==> src/rtl/seg_pkg.sv <==
// Shared constants and frame-buffer entry type for the 7-segment frame controller.
`timescale 1ns/1ps
package seg_pkg;
    localparam int DIGITS = 8;
    localparam int SEG_W  = 7;
    localparam int DIG_W  = 3;
    localparam logic [SEG_W-1:0] BLANK_SEGS_DEFAULT = 7'h7F;

    typedef struct packed {
        logic [SEG_W-1:0] segs;
        logic             blink;
    } frame_entry_t;

    // Pattern actually shown for an entry: blinking digits go dark in the dark phase.
    function automatic logic [SEG_W-1:0] shown_segs(input frame_entry_t e, input logic phase,
                                                     input logic [SEG_W-1:0] blank);
        if (e.blink && phase) begin
            shown_segs = blank;
        end else begin
            shown_segs = e.segs;
        end
    endfunction
endpackage

==> src/rtl/rr_arb2.sv <==
// Two-requester round-robin arbiter; the pointer names the favoured requester on a tie.
`timescale 1ns/1ps
module rr_arb2 (
    input  logic [1:0] valid,
    input  logic       pointer,
    output logic [1:0] grant
);

    // Grant decode from request vector and tie-break pointer.
    always_comb begin
        grant = 2'b00;
        case (valid)
            2'b01:   grant = 2'b01;
            2'b10:   grant = 2'b10;
            2'b11:   grant = pointer ? 2'b10 : 2'b01;
            default: grant = 2'b00;
        endcase
    end

endmodule

==> src/rtl/seg_frame_ctrl.sv <==
// 8-digit 7-segment frame buffer with two arbitrated writers, clear and per-digit blink.
`timescale 1ns/1ps
module seg_frame_ctrl
    import seg_pkg::*;
#(
    parameter int               BLINK_HALF_CYCLES = 25000000,
    parameter logic [SEG_W-1:0] BLANK_SEGS        = BLANK_SEGS_DEFAULT
) (
    input  logic                         clk,
    input  logic                         rst_n,
    input  logic                         clr,
    input  logic [1:0]                   wr_valid,
    output logic [1:0]                   wr_ready,
    input  logic [1:0][DIG_W-1:0]        wr_digit,
    input  logic [1:0][SEG_W-1:0]        wr_segs,
    input  logic [1:0]                   wr_blink,
    output logic [DIGITS-1:0][SEG_W-1:0] segs_out,
    output logic                         blink_phase
);

    localparam int CNT_W = (BLINK_HALF_CYCLES > 1) ? $clog2(BLINK_HALF_CYCLES) : 1;
    localparam frame_entry_t BLANK_ENTRY = '{segs: BLANK_SEGS, blink: 1'b0};

    logic [1:0]                   grant_s;
    logic                         ptr_r;
    logic                         xfer_s;
    logic                         gnt_idx_s;
    frame_entry_t [DIGITS-1:0]    frame_r;
    frame_entry_t [DIGITS-1:0]    frame_nxt_s;
    logic [CNT_W-1:0]             blink_cnt_r;
    logic                         blink_phase_r;
    logic                         cnt_wrap_s;
    logic                         phase_nxt_s;
    logic [DIGITS-1:0][SEG_W-1:0] segs_nxt_s;
    logic [DIGITS-1:0][SEG_W-1:0] segs_out_r;

    rr_arb2 u_arb (
        .valid   (wr_valid),
        .pointer (ptr_r),
        .grant   (grant_s)
    );

    // Ready is the raw grant, suppressed during reset and clear so nothing transfers then.
    assign wr_ready    = grant_s & {2{rst_n & ~clr}};
    assign xfer_s      = |wr_ready;
    assign gnt_idx_s   = wr_ready[1];
    assign cnt_wrap_s  = (blink_cnt_r == CNT_W'(BLINK_HALF_CYCLES - 1));
    assign phase_nxt_s = blink_phase_r ^ cnt_wrap_s;

    // Next frame contents: clear wins over the granted write.
    always_comb begin
        frame_nxt_s = frame_r;
        if (clr) begin
            frame_nxt_s = {DIGITS{BLANK_ENTRY}};
        end else if (xfer_s) begin
            frame_nxt_s[wr_digit[gnt_idx_s]] = '{segs: wr_segs[gnt_idx_s], blink: wr_blink[gnt_idx_s]};
        end else begin
            frame_nxt_s = frame_r;
        end
    end

    // Displayed patterns built from next-state values so a write shows right after its edge.
    always_comb begin
        segs_nxt_s = '0;
        for (int d = 0; d < DIGITS; d++) begin
            segs_nxt_s[d] = shown_segs(frame_nxt_s[d], phase_nxt_s, BLANK_SEGS);
        end
    end

    // Frame buffer, arbitration pointer, blink timer and registered display outputs.
    always_ff @(posedge clk or negedge rst_n) begin
        if (!rst_n) begin
            frame_r       <= {DIGITS{BLANK_ENTRY}};
            ptr_r         <= 1'b0;
            blink_cnt_r   <= '0;
            blink_phase_r <= 1'b0;
            segs_out_r    <= {DIGITS{BLANK_SEGS}};
        end else begin
            frame_r       <= frame_nxt_s;
            blink_cnt_r   <= cnt_wrap_s ? '0 : blink_cnt_r + CNT_W'(1);
            blink_phase_r <= phase_nxt_s;
            segs_out_r    <= segs_nxt_s;
            if (xfer_s) begin
                ptr_r <= ~gnt_idx_s;
            end else begin
                ptr_r <= ptr_r;
            end
        end
    end

    assign segs_out    = segs_out_r;
    assign blink_phase = blink_phase_r;

endmodule

==> config.mk <==
export PLATFORM = sky130hd
export DESIGN_NAME = seg_frame_ctrl
export DESIGN_NICKNAME = d
export VERILOG_FILES = /design/src/rtl/seg_pkg.sv /design/src/rtl/rr_arb2.sv /design/src/rtl/seg_frame_ctrl.sv
export SDC_FILE = /design/constraint.sdc
export NUM_CORES = 1
export LEC_CHECK = 0
export CAP_MARGIN = 0
export CORE_MARGIN = 5
export CORE_UTILIZATION = 24
export DETAILED_ROUTE_END_ITERATION = 12
export PLACE_DENSITY = 0.53
export SYNTH_ARGS = -nofsm -noshare
export SYNTH_HDL_FRONTEND = slang
export SYNTH_SLANG_ARGS = --single-unit
==> constraint.sdc <==
create_clock -name clk -period 3 [get_ports clk]
set_input_delay 0.45 -clock clk [delete_from_list [all_inputs] [get_ports clk]]
set_output_delay 0.45 -clock clk [all_outputs]
set_load 0.02 [all_outputs]
==> key figures, run 1 <==
Pwr
  • Sequential share of power: 0.461
  • Static leakage: between 3 and 4 nW
  • Clock power share: 0.475
  • PD cells: 534.9 nW/um^2
  • Total chip power: about 4.4 mW
  • Sw Pwr: 1.089 mW
  • IR drop worst, VDD: 0.3116 mV
  • Sw frac: 0.2472
  • Cell Int Power: 3.318 mW
  • Gate power share: 0.063

Cells and area
  • NumNets Final: 641
  • Fillers: 2637
  • Layout cells sized above 1: 0.3195
  • Most frequent cells in the layout: dfstp_2 (112), clkdlybuf4s50_1 (84), nand2_1 (66)
  • Commonest non-fill, non-tap cell in the layout: dfstp_2
  • Synth-to-Final Area Change: 31.97%
  • # diodes: 0

Placement
  • Routability cong.: just under 0.8
  • IO Port Bufs: 85
  • HPWL after DPL: 10.60 mm

Yosys
  • Post-Syn Area per Cell: 12.41 sq um
  • Mapped Nets: 531
  • YS warnings: 0
  • Synth area leader: dfstp_2
  • Post-synthesis compound-gate area fraction: 0.08659
  • Largest family of logic cells by synthesized area: multiplexers
  • Cells after synthesis: 503
  • Synth cell types: 42
  • Seq/Total Area, Yosys: 0.6117
  • Share of the synthesized area in the top cell type: 0.4714
  • Synth top area cells: dfstp_2 (47%), dfrtp_1 (14%), mux2i_1 (10%)
  • Multiplexer share of the synthesized area: 0.1255
  • Xor-xnor portion of the synthesized cell area: 0.02806
  • Adder-Cell Fraction of Synth Area: 0.002004
  • Synthesized flop and latch total: 147
  • Synthesized area: between 6000 and 7000 sq um
  • Synth Area in Simple Gates: 0.1221

Routing
  • Drt via density: 4.448
  • Routed len/inst: 16.67 um
  • Final wirelength: 16.02 mm
  • Post-route antenna net violation count: 0
  • DR DRC count: 0
  • Via count: 4275
  • Initial drt markers: approximately 280
  • Drt pass-1 iters: 5

Timing
  • Rel. slew slack: 0.4624
  • Minimum clock period: 2.723 ns
  • Fin. max-slew vios: 0
  • Setup violators final: 0
  • Achievable frequency: roughly 370 MHz
  • RSZ-0062 raised after global routing: false
  • Slew @ Worst Pin: 0.8063 ns
  • Final Skew: 0.008940 ns
  • Setup tns final: 0 ns
  • Final period utilization: 0.9077
  • Fin. Hold Viols: 0

Clock tree
  • Post-cts sizing count: 0
  • Clk slew on worst S/H paths: 0.07 ns
  • Max Root-Sink Buffers: 2
  • Inserted Clock Buffers: 17
  • CTS root buffer: clkbuf_16
  • Post-CTS setup buffer count: 0
  • Clk_lat worst skew: 0.42 ns
  • CTS tree: yes
  • H-tree depth: 4
  • Sink Count: ~150
  • Post-CTS Hold Fix Bufs: 0

Die
  • Starting Density: 0.2416
  • Core Area: about 26000 sq um
  • Die H: about 170 um
  • Die ar.: between 20000 and 30000 sq um
  • Die width: between 150 and 200 um
  • Ports: 86
  • Rows: 59

Global route
  • Largest net degree at the start of global routing: 69
  • Tot GR Track Use: 0.1117
  • Antenna violations before repair: 0
  • First-pass GRT wire length: 25.25 mm
  • GR Overflow Total: 0
  • Vias in the first global route: 4313

Critical path
  • Worst path required time: between 2 and 3 ns
  • Critical path endpoint category: output port
  • Critical Path Source Type: input port
  • Crit-path max FO: 5
  • Worst EP arrival: approximately 2.3 ns
  • Kind of critical path: in -> out
  • Critical Path Start: wr_valid[0]
  • Worst r2r src: ptr_r

Worst hold path
  • Hold WC Path Type: in -> async

Run
  • Max-cap violations: 0

Outcome
  • Status: finished clean
state kept, by name, indices dropped and copies added, names as in the netlist:
signal / count
frame_r: 64
ptr_r: 1
segs_out: 56
blink_cnt_r: 25
blink_phase: 1
routing by layer:
layer,routed length [um],share of wire,global-route usage,vias up
met3,737,0.046,0.03080,10
met5,0,0,0,-
met4,108,0.0067,0.02549,0
met1,7914,0.49,0.1607,2146
li1,-,-,-,2020
met2,7264,0.45,0.1684,99
path summary, 6_finish.rpt:
check                                   to  slack [ns]  cells past startpoint
max                            wr_ready[1]        0.28                      5
min                            frame_r[38]        0.05                      1
max reg2reg                   segs_out[47]        0.64                      7
min reg2reg                blink_cnt_r[23]        0.50                      1
max in group asynchronous   blink_cnt_r[7]        1.83                      3
min in group clk           blink_cnt_r[23]        0.50                      1
synth_stat cells:
cell,n
nand4bb_1,2
nor4bb_1,1
nand3b_1,1
nor4_1,11
nand2b_1,1
a21oi_2,3
mux2_2,9
clkbuf_1,18
xnor2_1,11
o211ai_1,56
or3_1,4
or2_0,1
nand4_1,6
nand4b_1,1
nor2b_1,4
and3_1,1
a21oi_1,3
a22o_1,2
nor4b_1,2
or4_1,1
buf_6,4
or4b_1,1
mux2i_2,3
a41oi_2,1
nor2_1,30
ha_1,1
o21ba_2,1
nand2_1,66
dfrtp_1,35
nor3_1,5
or2_2,3
and4_1,1
nor4_4,1
buf_2,3
mux2i_1,64
nand3_1,10
and2b_1,1
o21ai_0,7
xor2_1,9
or4_4,1
dfstp_2,112
inv_1,6
critical path, cell delays in order:
cell	delay, ns
clkdlybuf4s50_1	0.43
and2b_1	0.21
or2_2	0.35
inv_1	0.14
clkdlybuf4s50_1	0.69
power by group through the flow:
stage / Clock [mW] / Sequential, mW / Combinational, mW
after floorplan: 0 / 2.07 / 0.107
after global placement: 0 / 2.06 / 0.285
after detailed placement: 0 / 2.06 / 0.285
after CTS: 2.17 / 2.03 / 0.287
after global routing: 2.25 / 2.03 / 0.308
final: 2.09 / 2.03 / 0.279
logic make-up (layout without fill, tap and decap cells):
logic type / count (synthesis) / after routing
muxes: 76 / 76
DFF: 147 / 147
buffers and inverters: 31 / 154
and+or+nand+nor: 155 / 155
AOI/OAI and AO/OA: 73 / 73
xor gates and xnor gates: 20 / 20
adders and majority gates: 1 / 1
final cells by class:
class                      instances  area, sq um  share of cell area
clock buffer                      18        439.2             0.05331
inverter                           6        22.52            0.002734
timing repair buffer             116         1110              0.1347
clock inverter                    14        147.6             0.01792
sequential                       147         3819              0.4635
tap                              335        419.2             0.05088
multi-input combinational        325         2281              0.2769
metrics by stage:
step,setup WS (ns),utilization,std cells,hold WS [ns],area (sq um)
global route,0.2198,0.3188,961,0.04627,8238
global placement,0.2542,0.2961,929,0.4790,7651
floorplan,0.3613,-,503,0.1544,6242
detailed placement,0.1804,0.2961,929,0.4891,7651
finish,0.2770,0.3188,961,0.04964,8238
CTS,0.3021,0.3188,961,0.03084,8238
No activity file was read; power rests on OpenSTA's default activity.
==> run 2, diff against run 1 <==
- CTS_CLUSTER_DIAMETER: not set -> 80
==> results of run 2 <==
The final DEF is identical to that of run 1; final timing and power are the same.
==> run 3, diff against run 2 <==
- CORE_UTILIZATION: 24 -> 45
- PLACE_DENSITY: 0.53 -> 0.8
==> key figures, run 3 (synthesis results as in run 1) <==
Timing
  • Fin. Hold Viols: 0 (unchanged)
  • Setup violators final: 0 (unchanged)
  • Final Skew: 0.009760 ns (was 0.008940 ns)
  • Worst setup margin: 0.2258 ns (was 0.2770 ns)
  • Rel. slew slack: 0.3095 (was 0.4624)
  • WHS: 0.1771 ns (was 0.04964 ns)
  • Setup tns final: 0 ns (unchanged)
  • Achievable frequency: 360.5 MHz (was 367.2 MHz)
  • Minimum clock period: 2.774 ns (was 2.723 ns)
  • Fin. max-slew vios: 0 (unchanged)
  • Slew @ Worst Pin: 1.036 ns (was 0.8063 ns)
  • RSZ-0062 raised after global routing: false (unchanged)
  • Final period utilization: 0.9247 (was 0.9077)

Global route
  • GR Overflow Total: 0 (unchanged)
  • Largest net degree at the start of global routing: 89 (was 69)
  • Antenna violations before repair: 0 (unchanged)
  • First-pass GRT wire length: 23.75 mm (was 25.25 mm)
  • Tot GR Track Use: 0.1847 (was 0.1117)
  • Vias in the first global route: 4524 (was 4313)

Critical path
  • Worst path required time: 2.55 ns (about the same)
  • Crit-path max FO: 6 (was 5)
  • Critical Path Source Type: input port (unchanged)
  • Worst EP arrival: 2.32 ns (was 2.27 ns)
  • R2R setup slack: 0.72 ns (was 0.64 ns)
  • Worst r2r src: ptr_r (unchanged)
  • Critical Path Start: wr_valid[0] (unchanged)
  • Critical path endpoint category: output port (unchanged)
  • Kind of critical path: in -> out (unchanged)

Routing
  • Drt pass-1 iters: 5 (unchanged)
  • DR DRC count: 0 (unchanged)
  • Initial drt markers: 477 (was 281)
  • Final wirelength: 14.72 mm (was 16.02 mm)
  • Routed len/inst: 18.38 um (was 16.67 um)
  • Post-route antenna net violation count: 0 (unchanged)
  • Drt via density: 5.548 (was 4.448)
  • Via count: 4444 (was 4275)

Clock tree
  • Max Root-Sink Buffers: 2 (unchanged)
  • CTS tree: yes (unchanged)
  • CTS root buffer: clkbuf_16 (unchanged)
  • Clk_lat worst skew: 0.42 ns (about the same)
  • Clk slew on worst S/H paths: 0.06 ns (was 0.07 ns)
  • Sink Count: 147 (unchanged)
  • Post-CTS setup buffer count: 0 (unchanged)
  • Post-cts sizing count: 0 (unchanged)
  • Inserted Clock Buffers: 17 (unchanged)
  • H-tree depth: 4 (unchanged)
  • Post-CTS Hold Fix Bufs: 1 (was 0)

Die
  • Ports: 86 (unchanged)
  • Rows: 43 (was 59)
  • Die ar.: 16330 sq um (was 29340 sq um)
  • Core Area: 13720 sq um (was 25840 sq um)
  • Die H: 127.8 um (was 171.3 um)
  • Die width: 127.8 um (was 171.3 um)
  • Starting Density: 0.4550 (was 0.2416)

Cells and area
  • NumNets Final: 636 (was 641)
  • Final core occ: 0.5854 (was 0.3188)
  • # diodes: 0 (unchanged)
  • Synth-to-Final Area Change: 28.66% (was 31.97%)
  • Most frequent cells in the layout: dfstp_2 (112), clkdlybuf4s50_1 (84), nand2_1 (66) (unchanged)
  • Number of flip-flops under the largest register name: 64 (unchanged)
  • Layout cells sized above 1: 0.3124 (was 0.3195)
  • Commonest non-fill, non-tap cell in the layout: dfstp_2 (unchanged)
  • Largest reg by FF count: frame_r (unchanged)

Placement
  • Pre-CTS WS: 0.2014 ns (was 0.1804 ns)
  • HPWL after DPL: 9.343 mm (was 10.60 mm)
  • Routability cong.: 0.8866 (was 0.7840)
  • IO Port Bufs: 85 (unchanged)

Pwr
  • Sw Pwr: 1.015 mW (was 1.089 mW)
  • Sw frac: 0.2284 (was 0.2472)
  • Sequential share of power: 0.458 (was 0.461)
  • Static leakage: 3.278 nW (was 3.287 nW)
  • Clock power share: 0.481 (was 0.475)
  • Total chip power: 4.446 mW (was 4.407 mW)
  • Cell Int Power: 3.430 mW (was 3.318 mW)
  • Gate power share: 0.061 (was 0.063)
  • IR drop worst, VDD: 0.4208 mV (was 0.3116 mV)
  • PD cells: 553.5 nW/um^2 (was 534.9 nW/um^2)

Worst hold path
  • Hold WC Path Type: in -> async (unchanged)

Outcome
  • Status: finished clean (unchanged)

Run
  • Max-cap violations: 0 (unchanged)
==> run 3: routing by layer <==
layer,track usage,vias to the layer above,share of wire
met5,0,-,0
met3,0.04292,32,0.064
li1,-,2001,-
met2,0.3016,180,0.50
met1,0.2421,2231,0.42
met4,0.06617,0,0.019
==> run 3: final timing paths <==
check,endpoint,cells past startpoint
setup / recovery,wr_ready[1],5
hold / removal,segs_out[6],1
setup reg to reg,segs_out[2],7
hold reg to reg,blink_cnt_r[0],1
max in group asynchronous,blink_cnt_r[3],2
min in group clk,blink_cnt_r[0],1
==> run 3: final cells by class <==
type / count / area [sq um]
Clock buffer: 19 / 464.2
Clock inverter: 13 / 145.1
Fill cell: 1065 / 5688
Inverter: 6 / 22.52
Multi-Input combinational cell: 325 / 2281
Sequential cell: 147 / 3819
Tap cell: 180 / 225.2
Timing Repair Buffer: 111 / 1075
==> run 3: worst max-delay path, stage by stage <==
cell and delay, ns:
clkdlybuf4s50_1 0.50, and2b_1 0.26, or2_2 0.32, inv_1 0.15
clkdlybuf4s50_1 0.64
==> run 3: power by group through the flow <==
| stage | Clock [mW] | Combinational [mW] | Sequential, mW |
|---|---|---|---|
| 6_report | 2.14 | 0.271 | 2.03 |
| 5_1_grt | 2.26 | 0.292 | 2.04 |
| 3_5_place_dp | 0 | 0.268 | 2.06 |
| 3_3_place_gp | 0 | 0.261 | 2.06 |
| 2_1_floorplan | 0 | 0.107 | 2.07 |
| 4_1_cts | 2.17 | 0.272 | 2.03 |
==> run 3: metrics by stage <==
| step | instances | cell area (sq um) |
|---|---|---|
| 2_1_floorplan | 503 | 6242 |
| 3_3_place_gp | 768 | 7412 |
| 3_5_place_dp | 768 | 7412 |
| 4_1_cts | 801 | 8031 |
| 5_1_grt | 801 | 8031 |
| 6_report | 801 | 8031 |
